### src/rtl/spi_reg_ctrl_if.sv
// Bus bundle between the SPI byte receiver, spi_reg_ctrl and the register bank.
// slave = controller view, master = receiver/bank (environment) view.
interface spi_reg_ctrl_if #(
   parameter int unsigned ADDR_W = 4
) ();
   logic              cs_s;
   logic [7:0]        rx_data;
   logic              rx_val;
   logic              rx_rdy;
   logic [7:0]        tx_data;
   logic              tx_load;
   logic [ADDR_W-1:0] reg_addr;
   logic [7:0]        reg_wdata;
   logic              reg_we;
   logic [7:0]        reg_rdata;
   logic              busy;
   logic              err;

   modport slave (
      input  cs_s, rx_data, rx_val, reg_rdata,
      output rx_rdy, tx_data, tx_load, reg_addr, reg_wdata, reg_we, busy, err
   );

   modport master (
      output cs_s, rx_data, rx_val, reg_rdata,
      input  rx_rdy, tx_data, tx_load, reg_addr, reg_wdata, reg_we, busy, err
   );
endinterface

### src/rtl/spi_reg_ctrl.sv
// SPI command decoder: command / address / data-burst sequencing onto a byte register bank.
// SPI_REG_AUTOINC_EN: when defined, reg_addr auto-increments through a burst.
module spi_reg_ctrl #(
   parameter int unsigned ADDR_W = 4
) (
   input  logic             clk,
   input  logic             rst,
   spi_reg_ctrl_if.slave    bus
);

`ifdef SPI_REG_AUTOINC_EN
   localparam bit AUTOINC = 1'b1;
`else
   localparam bit AUTOINC = 1'b0;
`endif

   localparam logic [ADDR_W-1:0] ADDR_ONE = {{(ADDR_W-1){1'b0}}, 1'b1};

   typedef enum logic [2:0] {
      IDLE,
      ADDR,
      WDATA,
      RFETCH,
      RDATA,
      DRAIN
   } state_t;

   state_t            state_q, state_d;
   logic              wr_mode_q, wr_mode_d;
   logic [7:0]        tx_data_q, tx_data_d;
   logic              tx_load_q, tx_load_d;
   logic [ADDR_W-1:0] reg_addr_q, reg_addr_d;
   logic [7:0]        reg_wdata_q, reg_wdata_d;
   logic              reg_we_q, reg_we_d;
   logic              err_q, err_d;

   logic              rx_rdy;
   logic              hs;
   logic              rd_load;

   assign rx_rdy  = (state_q != RFETCH);
   assign hs      = bus.rx_val & rx_rdy;
   // Read data only settles in the cycle RDATA is entered, so it is passed straight
   // through on the load cycle and held in tx_data_q from then on.
   assign rd_load = (state_q == RDATA) && tx_load_q;

   always_ff @(posedge clk or posedge rst) begin
      if (rst) begin
         state_q     <= IDLE;
         wr_mode_q   <= 1'b0;
         tx_data_q   <= '0;
         tx_load_q   <= 1'b0;
         reg_addr_q  <= '0;
         reg_wdata_q <= '0;
         reg_we_q    <= 1'b0;
         err_q       <= 1'b0;
      end else begin
         state_q     <= state_d;
         wr_mode_q   <= wr_mode_d;
         tx_data_q   <= tx_data_d;
         tx_load_q   <= tx_load_d;
         reg_addr_q  <= reg_addr_d;
         reg_wdata_q <= reg_wdata_d;
         reg_we_q    <= reg_we_d;
         err_q       <= err_d;
      end
   end

   always_comb begin
      state_d     = state_q;
      wr_mode_d   = wr_mode_q;
      tx_data_d   = tx_data_q;
      tx_load_d   = 1'b0;
      reg_addr_d  = reg_addr_q;
      reg_wdata_d = reg_wdata_q;
      reg_we_d    = 1'b0;
      err_d       = err_q;

      if (rd_load) begin
         tx_data_d = bus.reg_rdata;
      end
      // Write-burst address advances the cycle after the strobe, even across an abort.
      if (AUTOINC && reg_we_q) begin
         reg_addr_d = reg_addr_q + ADDR_ONE;
      end

      if (bus.cs_s) begin
         state_d = IDLE;
      end else begin
         unique case (state_q)
            IDLE: begin
               if (hs) begin
                  case (bus.rx_data)
                     8'h01: begin
                        wr_mode_d = 1'b1;
                        state_d   = ADDR;
                     end
                     8'h02: begin
                        wr_mode_d = 1'b0;
                        state_d   = ADDR;
                     end
                     8'h03: begin
                        tx_data_d = {7'd0, err_q};
                        tx_load_d = 1'b1;
                        err_d     = 1'b0;
                        state_d   = DRAIN;
                     end
                     default: begin
                        err_d   = 1'b1;
                        state_d = DRAIN;
                     end
                  endcase
               end
            end
            ADDR: begin
               if (hs) begin
                  if ((bus.rx_data >> ADDR_W) != 8'd0) begin
                     err_d   = 1'b1;
                     state_d = DRAIN;
                  end else begin
                     reg_addr_d = bus.rx_data[ADDR_W-1:0];
                     state_d    = wr_mode_q ? WDATA : RFETCH;
                  end
               end
            end
            WDATA: begin
               if (hs) begin
                  reg_wdata_d = bus.rx_data;
                  reg_we_d    = 1'b1;
               end
            end
            RFETCH: begin
               tx_load_d = 1'b1;
               state_d   = RDATA;
            end
            RDATA: begin
               if (hs) begin
                  if (AUTOINC) begin
                     reg_addr_d = reg_addr_q + ADDR_ONE;
                  end
                  state_d = RFETCH;
               end
            end
            DRAIN: begin
               state_d = DRAIN;
            end
            default: begin
               state_d = IDLE;
            end
         endcase
      end
   end

   assign bus.rx_rdy    = rx_rdy;
   assign bus.tx_data   = rd_load ? bus.reg_rdata : tx_data_q;
   assign bus.tx_load   = tx_load_q;
   assign bus.reg_addr  = reg_addr_q;
   assign bus.reg_wdata = reg_wdata_q;
   assign bus.reg_we    = reg_we_q;
   assign bus.busy      = (state_q != IDLE);
   assign bus.err       = err_q;

endmodule

### src/flat_wrapper.sv
// flat-port wrapper written by rule: the top's interface ports become plain ports
module spi_reg_ctrl_flat 
#(
   parameter int unsigned ADDR_W = 4
)
  (clk, rst, bus_cs_s, bus_rx_data, bus_rx_val, bus_reg_rdata, bus_rx_rdy, bus_tx_data, bus_tx_load, bus_reg_addr, bus_reg_wdata, bus_reg_we, bus_busy, bus_err);
  spi_reg_ctrl_if #(.ADDR_W(ADDR_W)) bus_i ();
  input  logic clk;
  input  logic rst;
  input wire logic [$bits(bus_i.cs_s)-1:0] bus_cs_s;
  input wire logic [$bits(bus_i.rx_data)-1:0] bus_rx_data;
  input wire logic [$bits(bus_i.rx_val)-1:0] bus_rx_val;
  input wire logic [$bits(bus_i.reg_rdata)-1:0] bus_reg_rdata;
  output wire logic [$bits(bus_i.rx_rdy)-1:0] bus_rx_rdy;
  output wire logic [$bits(bus_i.tx_data)-1:0] bus_tx_data;
  output wire logic [$bits(bus_i.tx_load)-1:0] bus_tx_load;
  output wire logic [$bits(bus_i.reg_addr)-1:0] bus_reg_addr;
  output wire logic [$bits(bus_i.reg_wdata)-1:0] bus_reg_wdata;
  output wire logic [$bits(bus_i.reg_we)-1:0] bus_reg_we;
  output wire logic [$bits(bus_i.busy)-1:0] bus_busy;
  output wire logic [$bits(bus_i.err)-1:0] bus_err;
  assign bus_i.cs_s = bus_cs_s;
  assign bus_i.rx_data = bus_rx_data;
  assign bus_i.rx_val = bus_rx_val;
  assign bus_i.reg_rdata = bus_reg_rdata;
  assign bus_rx_rdy = bus_i.rx_rdy;
  assign bus_tx_data = bus_i.tx_data;
  assign bus_tx_load = bus_i.tx_load;
  assign bus_reg_addr = bus_i.reg_addr;
  assign bus_reg_wdata = bus_i.reg_wdata;
  assign bus_reg_we = bus_i.reg_we;
  assign bus_busy = bus_i.busy;
  assign bus_err = bus_i.err;
  spi_reg_ctrl #(.ADDR_W(ADDR_W)) u_core (.clk(clk), .rst(rst), .bus(bus_i));
endmodule
### config.mk
export PLATFORM = sky130hd
export DESIGN_NAME = spi_reg_ctrl_flat
export DESIGN_NICKNAME = d
export VERILOG_FILES = /design/src/rtl/spi_reg_ctrl_if.sv /design/src/rtl/spi_reg_ctrl.sv /design/src/flat_wrapper.sv
export SDC_FILE = /design/constraint.sdc
export NUM_CORES = 1
export LEC_CHECK = 0
export ABC_CLOCK_PERIOD_IN_PS = 2500
export CAP_MARGIN = 20
export CORE_MARGIN = 2
export CORE_UTILIZATION = 35
export CTS_BUF_LIST = sky130_fd_sc_hd__clkbuf_8
export DETAILED_ROUTE_END_ITERATION = 8
export SETUP_SLACK_MARGIN = 0.02
export SLEW_MARGIN = 0
export SYNTH_ARGS = -nofsm -noshare
export SYNTH_HDL_FRONTEND = slang
export SYNTH_SLANG_ARGS = --single-unit
### constraint.sdc
create_clock -name clk -period 2.5 [get_ports clk]
set_input_delay 0.75 -clock clk [delete_from_list [all_inputs] [get_ports clk]]
set_output_delay 0.75 -clock clk [all_outputs]
set_load 0.005 [all_outputs]
==> impl_metrics.py <==
metrics = {
    "timing": {
        "relSlewSlack_pct": 76.2,
        "min_period_ns": 2.47,
        "finalMaxSlewViolations": 0,
        "hold_violations": 0,
        "finalSetupViolCount": 0,
        "rsz0062_at_grt": "yes",
        "timing.final.crit_share_pct": 98.9,
        "fin_skew_ns": 0.00430,
        "worst_slew_pin_slew_ns": 0.355,
        "fmax_mhz": 405,
    },
    "global_routing": {
        "antenna_found_initial": 0,
        "met2_usage_pct": 23.4,
        "grt_pass1_wl_um": 4680,
        "grt_max_degree": 28,
        "grt.overflow.total": 0,
        "gr-usage-met3_pct": 2.46,
        "met1_usage_pct": 20.0,
        "busiest_layer": "met2",
        "grt_pass1_vias": 985,
        "grt_usage_pct": 14.3,
    },
    "cells_and_area": {
        "fin_area_um2": 2020,
        "antennaDiodeCount": 0,
        "nets": 185,
        "final_layout_size_suffix_gt1_share_pct": 38.4,
        "area_growth_syn_to_layout_pct": 58.1,
        "final_util_pct": 59.0,
        "layout.cells.non_filler": 210,
    },
    "critical_path": {
        "crit_top_cell": "buf_6",
        "crit_start": "u_core.state_q[0]",
        "regToRegSetupSlack_ns": 0.34,
        "timing.rr.end": "u_core.tx_data_q[7]",
        "critPathMaxStageDelay_ns": 0.39,
        "crit_chain": "nor4bb_1, buf_4, buf_6, mux2_4, buf_6",
        "path_class": "reg -> out",
        "critical_path.top_delay_family": "buffers and inverters",
        "cp_slowest_cell": "dfrtp_1",
        "start_kind": "flop",
        "crit_fanout": 7,
        "endpoint_kind": "primary output",
        "reg2reg_from": "u_core.state_q[0]",
        "path_buf_inv": 3,
        "worstPathArrival_ns": 1.72,
        "r2r.worst_path.cells": 7,
        "required_ns": 1.75,
    },
    "floorplan": {
        "start_util_pct": 37.3,
        "coreArea_um2": 3420,
        "die_w_um": 64.4,
        "fp-row-count": 21,
        "dieArea_um2": 4140,
        "die_height_um": 64.4,
        "io_pins": 45,
    },
    "placement": {
        "port_buffers": 44,
        "dp_cells": 198,
        "placed_area_um2": 1870,
        "hpwl_um": 2100,
        "place_congestion": 0.778,
    },
    "synth": {
        "synth_ff_type": "dfrtp_1",
        "syn_nets": 116,
        "yosysTopAreaCell": "dfrtp_1",
        "synth_top_area_share_pct": 53.0,
        "synthCells": 96,
        "synthDistinctLibCells": 31,
        "synth_seq_area_share_pct": 53.0,
        "yosysMostFrequentCell": "dfrtp_1",
        "yosys_register_bits": 27,
        "synth.top_cells.by_count": "27 x dfrtp_1, 20 x mux2_2, 5 x nor2b_1",
        "synthTopCellsByArea": "dfrtp_1 53%, mux2_2 18%, nor4_4 5.0%",
        "synth_edf_count": 0,
        "synthArstFlopShare_pct": 100,
        "syn_area_um2": 1270,
        "yosys_warnings": 0,
        "avgSynthCellArea_um2": 13.3,
    },
    "clock_network": {
        "cts_made_buffers": 3,
        "cts.path.max_buffers": 2,
        "cts_tree": "built",
        "h-tree-depth": 1,
        "cts.clk_slew.worst_paths_ns": 0.09,
        "clock-sinks": 27,
        "root_buffer": "clkbuf_8",
        "insertion_delay_ns": 0.26,
    },
    "route": {
        "antenna_left": 0,
        "wl_um": 2860,
        "drtIter0Drc": 29,
        "routed_via_density": 4.80,
        "drcViolationCount": 0,
        "num_vias": 1007,
        "first_pass_iters": 4,
        "wl_per_cell_um": 13.6,
    },
    "run_status": {
        "outcome": "finished clean",
    },
    "worst_hold_path": {
        "min_from": "u_core.bus.reg_wdata[7]",
        "hold_class": "reg -> reg",
        "whs_endpoint": "u_core.bus.reg_wdata[7]",
        "hold_depth": 1,
    },
    "power_and_ir_drop": {
        "power_density_nw_per_um2": 687,
        "clockPowerShare_pct": 17.6,
        "intPower_uw": 1020,
        "p_comb_share_pct": 39.7,
        "sw_frac_of_total_pct": 26.1,
        "switchingPower_uw": 362,
        "p_seq_share_pct": 42.7,
        "vdd_ir_drop_max_mv": 0.521,
        "leakagePower_uw": 0.000918,
    },
    "job": {
        "cap_violations": 0,
    },
}
power groups by stage:
stage	combinational [uW]	sequential, uW	clock [uW]
2_1_floorplan	202	605	0
3_3_place_gp	525	596	0
3_5_place_dp	527	601	0
4_1_cts	510	594	251
5_1_grt	594	606	274
6_report	550	592	243
registers in the layout (all words and copies together) (netlist names):
name,flops
u_core.bus.tx_load,1
u_core.wr_mode_q,1
u_core.state_q,3
u_core.bus.reg_we,1
u_core.bus.err,1
u_core.tx_data_q,8
u_core.bus.reg_wdata,8
u_core.bus.reg_addr,4
stage by stage:
| stage | hold WS [ns] | TNS [ns] | power (uW) | setup slack [ns] |
|---|---|---|---|---|
| after floorplan | 0.500 | 0 | 808 | 0.197 |
| after global placement | 0.493 | -2.22 | 1120 | -0.165 |
| after detailed placement | 0.496 | -2.46 | 1130 | -0.173 |
| after CTS | 0.521 | -0.0470 | 1360 | -0.0246 |
| after global routing | 0.536 | -0.191 | 1470 | -0.0432 |
| final | 0.515 | 0 | 1390 | 0.0280 |
worst reg2reg max path, cell delays in order, from the launching register on:
cell,delay [ns]
dfrtp_1,0.39
buf_4,0.13
buf_4,0.12
buf_4,0.14
or3b_2,0.52
nor4_4,0.35
buf_4,0.21
and2b_1,0.18
per-layer routing:
metal	wire [um]	vias up	share of wire, %
met2	1430	19	50
li1	-	484	-
met5	0	-	0
met1	1320	502	46
met4	15	0	0.53
met3	90	2	3.2
cells in the final DEF, fill, tap and decap left out:
cell,Yosys,layout
or3_1,1,1
nor2b_1,5,5
o21ai_0,2,2
o22ai_1,1,1
o311ai_0,1,1
nor2_1,2,2
clkbuf_8,0,3
a31oi_1,1,1
clkbuf_2,0,3
a21oi_1,2,2
inv_1,3,3
buf_6,1,9
or3b_2,1,1
mux2_4,1,9
o21a_1,1,1
mux2_2,20,12
nor4bb_1,1,1
or2_2,1,1
dfrtp_1,27,27
nand2b_1,3,3
o31ai_1,1,1
xor2_1,1,1
nor4_4,3,3
clkinv_2,0,1
and2b_1,3,3
nor4_1,1,1
a2111o_1,1,1
or4_4,1,1
or4_1,1,1
dlymetal6s2s_1,0,1
buf_4,0,20
a21boi_0,1,1
nand2_1,1,1
nand3b_1,4,4
clkdlybuf4s50_1,0,35
a22oi_1,1,1
worst max-delay path by stage:
stage | to | slack, ns | cells after the start
2_1_floorplan | u_core.tx_data_q[0] | 0.20 | 4
3_3_place_gp | u_core.tx_data_q[1] | -0.16 | 5
3_5_place_dp | u_core.tx_data_q[7] | -0.17 | 5
4_1_cts | bus_tx_data[2] | -0.02 | 4
5_1_grt | bus_tx_data[6] | -0.04 | 5
6_report | bus_tx_data[6] | 0.03 | 5
repair_timing:
| action | CTS | global route |
|---|---|---|
| gates cloned | 0 | 0 |
| endpoints found under the setup margin | 8 | 9 |
| resized for setup | 26 | 21 |
| pin swaps | 1 | 1 |
| setup buffers | 5 | 3 |
| hold buffers | 0 | 0 |
cells by family (layout without fill, tap and decap cells):
group                  count (synthesis)  after routing  synth area share (%)
AND/OR/NAND/NOR                       28             28                  18.4
flip-flops                            27             27                  53.0
multiplexers                          21             21                  18.8
AO/OA/AOI/OAI                         12             12                  6.48
buffers and inverters                  7             75                  2.65
XOR/XNOR                               1              1                 0.687
cell type report:
cell class                      count  area (um^2)
Fill cell                         297         1400
Sequential cell                    27          676
Timing Repair Buffer               68          629
Multi-Input combinational cell     62          596
Tap cell                           46         57.6
Clock buffer                        3         41.3
Inverter                            3         11.3
Clock inverter                      1         5.00
(Power assumes the default switching activity.)
